==> src/rtl/scr1_tapc_sampled.sv <==
// JTAG TAP controller clocked by the system clock. tck/tms/tdi are oversampled and
// edge-detected; user DR channels are exposed as one-hot selects with strobes.
module scr1_tapc_sampled #(
  parameter int unsigned          IR_WIDTH     = 5,
  parameter logic [31:0]          IDCODE_VAL   = 32'hDEB11001,
  parameter logic [31:0]          BLD_ID_VAL   = 32'h22011200,
  parameter int unsigned          DR_CH_NUM    = 2,
  parameter logic [IR_WIDTH-1:0]  USER_IR_BASE = 5'h10
) (
  input  logic                 clk,
  input  logic                 rst,
  input  logic                 tck,
  input  logic                 tms,
  input  logic                 tdi,
  output logic                 tdo,
  output logic                 tdo_en,
  output logic [3:0]           tap_state,
  output logic [IR_WIDTH-1:0]  ir_out,
  output logic                 tap_rst,
  output logic [DR_CH_NUM-1:0] dr_ch_sel,
  output logic                 dr_capture,
  output logic                 dr_shift,
  output logic                 dr_update,
  output logic                 dr_tdi,
  input  logic [DR_CH_NUM-1:0] dr_ch_tdo
);

  typedef enum logic [3:0] {
    StReset     = 4'd0,
    StIdle      = 4'd1,
    StDrSelScan = 4'd2,
    StDrCapture = 4'd3,
    StDrShift   = 4'd4,
    StDrExit1   = 4'd5,
    StDrPause   = 4'd6,
    StDrExit2   = 4'd7,
    StDrUpdate  = 4'd8,
    StIrSelScan = 4'd9,
    StIrCapture = 4'd10,
    StIrShift   = 4'd11,
    StIrExit1   = 4'd12,
    StIrPause   = 4'd13,
    StIrExit2   = 4'd14,
    StIrUpdate  = 4'd15
  } tap_state_e;

  localparam logic [IR_WIDTH-1:0] IrIdcode = IR_WIDTH'(1);
  localparam logic [IR_WIDTH-1:0] IrBldId  = IR_WIDTH'(4);

  logic tck_s1_q, tck_s2_q, tck_q;
  logic tms_s1_q, tms_s2_q;
  logic tdi_s1_q, tdi_s2_q;

  tap_state_e           state_q, state_d, state_nxt;
  logic [IR_WIDTH-1:0]  ir_q, ir_d, ir_sh_q, ir_sh_d, ir_off;
  logic [31:0]          dr_sh_q, dr_sh_d;
  logic                 tdo_q, tdo_d, tdo_en_q, tdo_en_d, tap_rst_q, tap_rst_d;
  logic [DR_CH_NUM-1:0] dr_ch_sel_q, dr_ch_sel_d;
  logic                 tck_rise, tck_fall, user_sel, ch_tdo, cap, shf, upd;

  assign tck_rise = tck_s2_q & ~tck_q;
  assign tck_fall = ~tck_s2_q & tck_q;
  assign user_sel = |dr_ch_sel_q;
  assign ch_tdo   = |(dr_ch_tdo & dr_ch_sel_q);

  // IEEE 1149.1 transition on the synchronised tms
  always_comb begin
    state_nxt = state_q;
    unique case (state_q)
      StReset:     state_nxt = tms_s2_q ? StReset     : StIdle;
      StIdle:      state_nxt = tms_s2_q ? StDrSelScan : StIdle;
      StDrSelScan: state_nxt = tms_s2_q ? StIrSelScan : StDrCapture;
      StDrCapture: state_nxt = tms_s2_q ? StDrExit1   : StDrShift;
      StDrShift:   state_nxt = tms_s2_q ? StDrExit1   : StDrShift;
      StDrExit1:   state_nxt = tms_s2_q ? StDrUpdate  : StDrPause;
      StDrPause:   state_nxt = tms_s2_q ? StDrExit2   : StDrPause;
      StDrExit2:   state_nxt = tms_s2_q ? StDrUpdate  : StDrShift;
      StDrUpdate:  state_nxt = tms_s2_q ? StDrSelScan : StIdle;
      StIrSelScan: state_nxt = tms_s2_q ? StReset     : StIrCapture;
      StIrCapture: state_nxt = tms_s2_q ? StIrExit1   : StIrShift;
      StIrShift:   state_nxt = tms_s2_q ? StIrExit1   : StIrShift;
      StIrExit1:   state_nxt = tms_s2_q ? StIrUpdate  : StIrPause;
      StIrPause:   state_nxt = tms_s2_q ? StIrExit2   : StIrPause;
      StIrExit2:   state_nxt = tms_s2_q ? StIrUpdate  : StIrShift;
      StIrUpdate:  state_nxt = tms_s2_q ? StDrSelScan : StIdle;
    endcase
  end

  always_comb begin
    state_d  = state_q;
    ir_d     = ir_q;
    ir_sh_d  = ir_sh_q;
    dr_sh_d  = dr_sh_q;
    tdo_d    = tdo_q;
    tdo_en_d = tdo_en_q;
    cap      = 1'b0;
    shf      = 1'b0;
    upd      = 1'b0;

    if (tck_rise) begin
      case (state_q)
        StIrCapture: ir_sh_d = IR_WIDTH'(1);
        StIrShift:   ir_sh_d = {tdi_s2_q, ir_sh_q[IR_WIDTH-1:1]};
        StDrCapture: begin
          if (user_sel)               cap     = 1'b1;
          else if (ir_q == IrIdcode)  dr_sh_d = IDCODE_VAL;
          else if (ir_q == IrBldId)   dr_sh_d = BLD_ID_VAL;
          else                        dr_sh_d = '0;
        end
        StDrShift: begin
          if (user_sel) shf = 1'b1;
          else if ((ir_q == IrIdcode) || (ir_q == IrBldId)) dr_sh_d = {tdi_s2_q, dr_sh_q[31:1]};
          else dr_sh_d[0] = tdi_s2_q;
        end
        default: ;
      endcase
      state_d = state_nxt;
    end

    if (tck_fall) begin
      if (state_q == StIrUpdate) ir_d = ir_sh_q;
      if (state_q == StDrUpdate) upd = user_sel;
      if (state_q == StIrShift) begin
        tdo_d    = ir_sh_q[0];
        tdo_en_d = 1'b1;
      end else if (state_q == StDrShift) begin
        tdo_d    = user_sel ? ch_tdo : dr_sh_q[0];
        tdo_en_d = 1'b1;
      end else begin
        tdo_en_d = 1'b0;
      end
    end

    if (state_q == StReset) ir_d = IrIdcode;
    tap_rst_d = (state_d == StReset);

    // Channel select follows the instruction; out-of-range offsets wrap and miss
    ir_off      = ir_d - USER_IR_BASE;
    dr_ch_sel_d = '0;
    for (int unsigned i = 0; i < DR_CH_NUM; i++) begin
      if (ir_off == IR_WIDTH'(i)) dr_ch_sel_d[i] = 1'b1;
    end
  end

  always_ff @(posedge clk) begin
    if (rst) begin
      tck_s1_q    <= 1'b0;
      tck_s2_q    <= 1'b0;
      tck_q       <= 1'b0;
      tms_s1_q    <= 1'b0;
      tms_s2_q    <= 1'b0;
      tdi_s1_q    <= 1'b0;
      tdi_s2_q    <= 1'b0;
      state_q     <= StReset;
      ir_q        <= IrIdcode;
      ir_sh_q     <= '0;
      dr_sh_q     <= '0;
      tdo_q       <= 1'b0;
      tdo_en_q    <= 1'b0;
      tap_rst_q   <= 1'b1;
      dr_ch_sel_q <= '0;
    end else begin
      tck_s1_q    <= tck;
      tck_s2_q    <= tck_s1_q;
      tck_q       <= tck_s2_q;
      tms_s1_q    <= tms;
      tms_s2_q    <= tms_s1_q;
      tdi_s1_q    <= tdi;
      tdi_s2_q    <= tdi_s1_q;
      state_q     <= state_d;
      ir_q        <= ir_d;
      ir_sh_q     <= ir_sh_d;
      dr_sh_q     <= dr_sh_d;
      tdo_q       <= tdo_d;
      tdo_en_q    <= tdo_en_d;
      tap_rst_q   <= tap_rst_d;
      dr_ch_sel_q <= dr_ch_sel_d;
    end
  end

  assign tdo        = tdo_q;
  assign tdo_en     = tdo_en_q;
  assign tap_state  = state_q;
  assign ir_out     = ir_q;
  assign tap_rst    = tap_rst_q;
  assign dr_ch_sel  = dr_ch_sel_q;
  assign dr_capture = cap & ~rst;
  assign dr_shift   = shf & ~rst;
  assign dr_update  = upd & ~rst;
  assign dr_tdi     = tdi_s2_q;

endmodule

==> config.mk <==
export PLATFORM = sky130hd
export DESIGN_NAME = scr1_tapc_sampled
export DESIGN_NICKNAME = d
export VERILOG_FILES = /design/src/rtl/scr1_tapc_sampled.sv
export SDC_FILE = /design/constraint.sdc
export NUM_CORES = 1
export LEC_CHECK = 0
export BUFFER_PORTS_ARGS = -buffer_cell sky130_fd_sc_hd__buf_2
export CORE_MARGIN = 4
export CORE_UTILIZATION = 62
export DETAILED_ROUTE_END_ITERATION = 10
export GPL_ROUTABILITY_DRIVEN = 0
export PLACE_DENSITY_LB_ADDON = 0.12
export SKIP_LAST_GASP = 1
export SYNTH_ARGS = -nofsm -noshare
export SYNTH_HDL_FRONTEND = slang
export SYNTH_SLANG_ARGS = --single-unit
==> constraint.sdc <==
create_clock -name clk -period 3.5 [get_ports clk]
set_clock_uncertainty 0.1 [all_clocks]
set_input_delay 0.175 -clock clk [delete_from_list [all_inputs] [get_ports clk]]
set_output_delay 0.175 -clock clk [all_outputs]
set_load 0.05 [all_outputs]
== After elaboration in Yosys (flattened, before gate mapping) ==
Index checks and enable logic that the tools add are counted.
Operators by class
  multiplexer cells: 39
  bitwise operators: 9
  equal/unequal tests: 21
  reductions and logical operators: 16
  add/subtract/negate cells: 1
Operators by type and width (count)
  two-way mux 32 bit: 3
  one-hot mux 32 bit (2 select lines): 1
  one-hot mux 4 bit (12 select lines): 1
  equality test 4 bit, second input constant: 8
  two-way mux 31 bit: 1
  two-way mux 30 bit: 1
  two-way mux 4 bit: 5
  two-way mux 1 bit: 18
  equality test 4 x 3 -> 1 bit, second input constant: 4
  two-way mux 5 bit: 3
  equality test 5 x 1 -> 1 bit, second input constant: 2
  one-hot mux 5 bit (2 select lines): 1
  equality test 4 x 2 -> 1 bit, second input constant: 2
  logical NOT 4 bit: 2
  OR reduction 2 bit: 4
  two-way mux 2 bit: 3
  two-way mux 3 bit: 2
  != test 2 bit, second input constant: 3
  nonzero test 2 bit: 3
  AND 1 bit: 5
  equality test 5 x 3 -> 1 bit, second input constant: 1
  logical NOT 5 bit: 1
  AND reduction 5 bit: 1
  subtractor 5 bit, second input constant: 1
  7 further kinds: 10
Storage, ports and cells
  bits of input ports: 7
  logic and storage cells: 102
  register bits: 58
  output and inout bits: 18

== Longest topological paths before layout ==
Gate-level depths: netlist (run 1).
  depth in word-level cells: 7
  gate-level depth with buffers: 7
  gate-level depth less buffers: 5

== Worst setup path before layout (run 1) ==
OpenSTA, ideal clock, no wires.
  path kind: register -> output
  from: register state_q[3] (netlist: tap_state[3])
  to: output port dr_shift
  path buffers: 2
  data required time: 3.225 ns
  data arrival time: 2.475 ns
  cell stages (with the launch flop): 5
  path slack: 0.750 ns
  cell sequence: dfxtp_1 -> clkbuf_1 -> or4b_1 -> clkbuf_1 -> nor3_1
On the way
  cells in the longest elaborated chain, start to end: 4
RTL lines
  from (decl): line 54  | tap_state_e state_q, state_d, state_nxt;
  from (signal assigned): line 154  | state_q <= StReset;
  from (signal assigned): line 170  | state_q <= state_d;
  equality test 4 x 3 -> 1 bit: line 101  | case (state_q)
  two-way mux 1 bit: line 101
  two-way mux 1 bit: line 100  | if (tck_rise) begin
  AND 1 bit: line 188  | assign dr_shift = shf & ~rst;
  to (decl): line 22  | output logic dr_shift,
No other way between the ends.

== Worst setup path in the final report (run 1) ==
  from: register state_q[2] (netlist: tap_state[2])
  to: register dr_sh_q[31]
On the way
  cells in the longest elaborated chain, start to end: 3
  elaborated cells between the ends (all ways): 8
  those cells by class: eq/ne (5); mux (1); reduce/logical (2)
RTL lines
  equality test 4 x 3 -> 1 bit / equality test 4 x 2 -> 1 bit (equally long branches): line 101
  != test 2 bit (no line) / nonzero test 2 bit (equally long branches)
  AND reduction 5 bit (no line)
  to (signal assigned): line 173  | dr_sh_q <= dr_sh_d;
  to (decl): line 56  | logic [31:0] dr_sh_q, dr_sh_d;
Parallel ways exist; a longest one is shown, timed or not.
A chain may end at the register's enable or synchronous reset.

==> results of run 1 <==
## cell type report
| class | count | share of cell area [%] |
|---|---|---|
| multi-input combinational | 225 | 43.3 |
| sequential | 58 | 40.6 |
| timing repair buffer | 32 | 6.57 |
| clock buffer | 11 | 4.95 |
| tap | 48 | 2.10 |
| clock inverter | 5 | 1.88 |
| inverter | 4 | 0.526 |
## layout by cell type (no fill, tap or decap), types with 2 or more instances in the layout
master	count
a21boi_0	2
a21o_1	3
a21oi_1	46
a221oi_1	2
a31oi_1	3
and2_1	3
buf_2	24
buf_4	5
clkbuf_8	10
clkinv_2	3
dfxtp_1	58
dlygate4sd3_1	3
inv_1	4
nand2_1	49
nand2b_1	6
nand3_1	31
nand3b_1	4
nor2_1	11
nor2b_1	12
nor3_1	5
o21ai_0	23
or4_1	2
or4b_2	2
## routing by layer
layer  vias to the layer above  track usage, %
li1                       1134               -
met1                      1039            32.3
met2                        79            34.6
met3                        13            5.47
met4                         0            11.9
met5                         -               0
## report_power, final
| part | internal [mW] | total (mW) | switching [mW] |
|---|---|---|---|
| Sequential | 0.665 | 0.670 | 0.00480 |
| Clock | 0.345 | 0.609 | 0.264 |
| Combinational | 0.0148 | 0.0449 | 0.0301 |
| Total | 1.03 | 1.32 | 0.299 |
## through the flow
step	cell area [um2]	hold WS, ns
2_1_floorplan	2530	0.164
3_3_place_gp	2630	0.281
5_1_grt	2860	0.304
4_1_cts	2860	0.286
3_5_place_dp	2630	0.292
6_report	2860	0.294
## sequential cells by signal, summed over array words and instances, names as in the netlist, 2 cells and up
register and flops:
dr_ch_sel 2, dr_sh_q 32, tap_state 4, ir_out 5, ir_sh_q 5
## logic make-up (layout without fill, tap and decap cells)
kind of cell | count (synthesis) | in the layout | synth area share [%]
AND/OR/NAND/NOR | 132 | 132 | 26.3
AO/OA/AOI/OAI | 91 | 91 | 21.6
flip-flops | 58 | 58 | 46.0
buffers and inverters | 27 | 52 | 5.40
XOR/XNOR | 1 | 1 | 0.347
multiplexers | 1 | 1 | 0.396
## worst max-delay path by stage
stage	endpoint	slack, ns
global placement	dr_sh_q[20]	0.85
global route	dr_sh_q[31]	0.55
floorplan	dr_shift	0.75
finish	dr_sh_q[31]	0.72
detailed placement	dr_sh_q[31]	0.77
CTS	dr_sh_q[31]	0.73
## critical path, cell delays in order (launching register included)
cell	delay (ns)
dfxtp_1	0.66
or3b_1	0.40
a2111o_1	0.53
a21o_1	0.45
a31oi_4	0.39
a21oi_1	0.11
## timing repair
action                    CTS  global route
hold endpoints to repair    3             0
hold buffers                3             0
gates resized for setup     0             0
buffers inserted            0             0
==> key figures, run 1 <==
Run status
  • Outcome: finished clean

Route
  • Max Used Layer: met4
  • Met3 WL: 404 um
  • Total length of routed met2 wires: 2.60 mm
  • DRT iter0 DRCs: 200
  • DRC errors left: 0
  • WL/cell: 15.1 um
  • Vias per cell: 5.91
  • Routed vias: 2265
  • Final antenna-violating net count: 0
  • WL final: 5.78 mm
  • TritonRoute pass-1 iters: 4
  • Met1 WL: 2.67 mm

Floorplanning
  • Core area: 3800 um2
  • Die width: 71.8 um
  • Io pins: 25
  • Die height: 71.8 um
  • Die ar.: 5160 um2
  • Placement Rows: 22
  • Initial Util: 66.5%

Final layout
  • FILL cells: 280
  • Util after Layout: 75.2%
  • Final nets: 337
  • Multi-input gate area: 1240 um2
  • Seq. cell area: 1160 um2
  • Diode count: 0
  • Synthesis-to-finish area growth: 13.1%
  • Fin cells: 383
  • Share of layout cells above drive strength 1: 15.2%

Timing
  • RSZ-0062 raised after global routing: false
  • Number of setup violations in the final report: 0
  • Slew Limit Headroom: 50.8%
  • Setup TNS: 0 ns
  • Max-slew violations: 0
  • Min Tclk post-route: 2.78 ns
  • Top achievable clock speed: 0.359 GHz
  • Fin worst setup slack: 0.716 ns
  • Final hold vios: 0
  • Worst Max-Slew Pin Slew: 0.738 ns
  • Final Cycle Share: 79.5%

Setup path
  • Worst-case reg-to-reg path depth: 5
  • Critical path class: flip-flop to flip-flop
  • Worst reg2reg setup slack: 0.72 ns
  • Crit Path Max Fanout: 22
  • Arrival @ worst endpoint: 2.89 ns
  • Reg-to-reg endpoint: dr_sh_q[31]
  • Critical path origin: tap_state[2]
  • CP endpoint kind: flip-flop
  • Startpoint class of the critical path: flip-flop
  • Origin of the critical flop-to-flop path: tap_state[2]
  • CP required: 3.60 ns

Synthesis
  • Cell with the most instances after synthesis: dfxtp_1
  • Mapped Area: 2530 um2
  • Seq/Total Area, Yosys: 46.0%
  • Cell count after synthesis: 310
  • EDFF count, synth: 0
  • #FFs+latches synth: 58
  • Cell taking the most area after synthesis: dfxtp_1
  • Syn_area_per_cell: 8.15 um2
  • Syn nets: 317
  • Top_reg_cell synth: dfxtp_1
  • Asr flop ratio synth: 0%
  • Ranking of synthesized cells by area: dfxtp_1 (46%), a21oi_1 (9.1%), nand2_1 (7.3%)
  • Post-synth cell types: 44
  • Yosys top cell area share: 46.0%
  • YS warnings: 0
  • Commonest cells in the netlist: dfxtp_1 (58), nand2_1 (49), a21oi_1 (46)

Clock network
  • Worst skew pair latency: 0.34 ns
  • Root Buffer: clkbuf_8
  • CTS sink cnt: 58
  • CTS Buffer Depth: 2
  • Clock Pin Slew Worst Setup and Hold Paths: 0.06 ns
  • H-Tree Depth: 3
  • CTS Buf Count: 9
  • CTS tree: yes

Placed design
  • Post-DP HPWL: 3.48 mm
  • Placed Cells: 364
  • Pre-CTS setup slack: 0.772 ns
  • # port buffers: 24

Global routing
  • Largest net degree at the start of global routing: 41
  • Gr ovfl total: 0
  • GRT Util Overall: 23.6%
  • First-pass GRT wire length: 9.49 mm
  • Vias in the first global route: 1994
  • Initial antenna violation count: 0

Worst hold path
  • WHS Endpoint: tdo
  • HP Class: input pin to flip-flop
  • Hold Path Origin: dr_ch_tdo[1]
  • Worst Hold Depth: 4

Pwr
  • Power Dens Cells: 463 nW/um2
  • Worst vdd rail ir drop: 0.385 mV
  • Leakage: 0.978 nW
  • Tot Pwr: 1.32 mW

Job
  • Max-Cap Viols: 0
Power figures use the tool's default switching activity.
==> run 2: changes to the inputs <==
--- a/config.mk
+++ b/config.mk
@@ -5,9 +5,10 @@
 export SDC_FILE = /design/constraint.sdc
 export NUM_CORES = 1
 export LEC_CHECK = 0
+export ABC_AREA = 1
 export BUFFER_PORTS_ARGS = -buffer_cell sky130_fd_sc_hd__buf_2
 export CORE_MARGIN = 4
-export CORE_UTILIZATION = 62
+export CORE_UTILIZATION = 53
 export DETAILED_ROUTE_END_ITERATION = 10
 export GPL_ROUTABILITY_DRIVEN = 0
 export PLACE_DENSITY_LB_ADDON = 0.12
==> constraint.sdc (replaced) <==
create_clock -name clk -period 2.5 [get_ports clk]
set_clock_uncertainty 0.1 [all_clocks]
set_input_delay 0.125 -clock clk [delete_from_list [all_inputs] [get_ports clk]]
set_output_delay 0.125 -clock clk [all_outputs]
set_load 0.05 [all_outputs]
==> run 2 against run 1 <==
Flip-flop and latch count unchanged. Via count increased by 6.7%. Synthesized cell count increased by 24%. Routed wire length decreased by 3.1%. Non-clock buffer count decreased by 1. Count of clock-buffer cells in the layout unchanged. Synthesized area increased by 4.3%. Power increased by 40%.
==> key figures, run 2 <==
Floorplanning
  • Core area: 4750 um2
  • Die ar.: 6160 um2
  • Initial Util: 55.4%
  • Die width: 78.5 um
  • Placement Rows: 25
  • Die height: 78.5 um
  • Io pins: 25

Setup path
  • Crit path max-delay family: simple AND/OR/NAND/NOR gates
  • Critical path class: flip-flop to flip-flop
  • Crit Path Max Fanout: 52
  • Critical path's slowest cell: dfxtp_1
  • Worst-case reg-to-reg path depth: 8
  • Startpoint class of the critical path: flip-flop
  • CP cell instances: inv_2, nor2_4, nand2_2, or2_1, nand2_4, inv_1, nor2_1, nor2_1
  • CP most frequent cell: nor2_1
  • Critical Path Max Stage Delay: 0.44 ns
  • Critical path depth: 8
  • CP required: 2.63 ns
  • Arrival @ worst endpoint: 2.29 ns
  • Buf/Inv on CP: 2
  • CP endpoint kind: flip-flop

Global routing
  • Vias in the first global route: 2146
  • First-pass GRT wire length: 9.64 mm
  • Initial antenna violation count: 0
  • Largest net degree at the start of global routing: 53
  • GRT Util Overall: 20.2%
  • Gr ovfl total: 0

Route
  • DRC errors left: 0
  • WL final: 5.60 mm
  • Met3 WL: 310 um
  • TritonRoute pass-1 iters: 4
  • Vias per cell: 5.02
  • DRT iter0 DRCs: 187
  • WL/cell: 11.6 um
  • Met1 WL: 2.77 mm
  • Total length of routed met2 wires: 2.36 mm
  • Routed vias: 2416
  • Max Used Layer: met4
  • Final antenna-violating net count: 0

Clock network
  • CTS Buf Count: 9
  • Setup Fix Bufs, Post-CTS: 0
  • Root Buffer: clkbuf_8
  • CTS sink cnt: 58
  • Worst skew pair latency: 0.34 ns
  • CTS Buffer Depth: 2
  • H-Tree Depth: 3
  • Clock Pin Slew Worst Setup and Hold Paths: 0.07 ns
  • CTS tree: yes

Timing
  • Final hold vios: 0
  • Worst Max-Slew Pin Slew: 0.695 ns
  • Max-slew violations: 0
  • Fin worst setup slack: 0.342 ns
  • Final Cycle Share: 86.3%
  • Min Tclk post-route: 2.16 ns
  • RSZ-0062 raised after global routing: false
  • Number of setup violations in the final report: 0
  • Top achievable clock speed: 0.463 GHz
  • Setup TNS: 0 ns
  • Slew Limit Headroom: 53.6%

Synthesis
  • Mapped Area: 2630 um2
  • Top_reg_cell synth: dfxtp_1
  • Asr flop ratio synth: 0%
  • Cell count after synthesis: 385
  • Syn nets: 392
  • YS warnings: 0
  • Commonest cells in the netlist: nand2_1 (70), nor2_1 (65), dfxtp_1 (58)
  • Yosys top cell area share: 44.1%
  • EDFF count, synth: 0
  • Post-synth cell types: 26
  • Cell with the most instances after synthesis: nand2_1
  • #FFs+latches synth: 58
  • Cell taking the most area after synthesis: dfxtp_1
  • Ranking of synthesized cells by area: dfxtp_1 (44%), nand2_1 (10%), nor2_1 (9.3%)
  • Syn_area_per_cell: 6.84 um2
  • Seq/Total Area, Yosys: 44.1%

Placed design
  • Pre-CTS setup slack: 0.358 ns
  • # port buffers: 24
  • Placed Cells: 464
  • Post-DP HPWL: 3.68 mm
  • Cell Area, Placed: 2800 um2

Final layout
  • Most flops, register: dr_sh_q
  • Multi-input gate area: 1190 um2
  • Most common cell after layout, fill and taps aside: nand2_1
  • Post-route cell area: 3020 um2
  • Max FFs per register: 32
  • Diode count: 0
  • Share of layout cells above drive strength 1: 13.0%
  • Seq. cell area: 1160 um2
  • Final nets: 418
  • Util after Layout: 63.5%
  • Commonest non-fill, non-tap cells in the layout: nand2_1 (70), nor2_1 (65), dfxtp_1 (58)
  • FILL cells: 437
  • Fin cells: 481
  • Synthesis-to-finish area growth: 14.6%

Pwr
  • Worst vdd rail ir drop: 0.400 mV
  • Power Dens Cells: 615 nW/um2
  • Leakage: 1.24 nW

Run status
  • Outcome: finished clean

Job
  • Max-Cap Viols: 0

Worst hold path
  • Worst Hold Depth: 5
  • HP Class: input pin to flip-flop
run 2: cell count changes after synthesis, sizes merged, moves of 4 or more:
cell,previous run,this run
nor2,11,68
inv,4,57
nand2,49,73
nand3,31,11
o21ai,23,43
nor2b,12,0
a21oi,47,38
nand2b,6,0
clkbuf,12,7
o211ai,1,5
run 2: power by group:
group          leakage [nW]  total, mW  internal [mW]  switching (mW)
sequential            0.469      0.936          0.931         0.00538
combinational         0.668     0.0701         0.0220          0.0481
clock                 0.101      0.850          0.500           0.351
total                  1.24       1.86           1.45           0.404
run 2: worst paths after layout:
check	endpoint	slack (ns)	startpoint
setup / recovery	dr_sh_q[31]	0.34	tap_state[2]
hold / removal	tdo	0.16	dr_ch_tdo[0]
setup reg to reg	dr_sh_q[31]	0.34	tap_state[2]
hold reg to reg	tck_s2_q	0.30	tck_s1_q
run 2: final cells by class:
type / instances / share of cell area (%)
clock inverter: 3 / 1.33
inverter: 57 / 7.09
multi-input combinational: 254 / 39.4
timing repair buffer: 31 / 5.97
sequential: 58 / 38.5
tap: 67 / 2.78
clock buffer: 11 / 5.01
run 2: repair_timing:
action	in CTS	in global routing
hold buffers	3	0
endpoints found under the hold margin	3	0
setup endpoints to repair	0	0
resized for setup	0	0
run 2: cell families after synthesis:
kind of cell / synth area share, %
compound gates: 18.8
flops: 44.1
simple gates: 25.6
buf+inv: 11.5
run 2: stage by stage:
| step | hold WS [ns] | power, mW |
|---|---|---|
| 2_1_floorplan | 0.132 | 1.00 |
| 3_3_place_gp | 0.225 | 1.02 |
| 3_5_place_dp | 0.233 | 1.02 |
| 4_1_cts | 0.135 | 1.87 |
| 5_1_grt | 0.173 | 1.93 |
| 6_report | 0.156 | 1.86 |
run 2: worst reg2reg max path, delay by kind of cell (launching register included):
kind                   cells  cell delay [ns]
buffers and inverters      2             0.34
flip-flops                 1             0.44
AND/OR/NAND/NOR            6             1.19
run 2: per-layer routing:
layer	GRT usage (%)	vias to the layer above
li1	-	1280
met1	26.6	1059
met2	29.3	58
met3	5.39	19
met4	12.6	0
met5	0	-
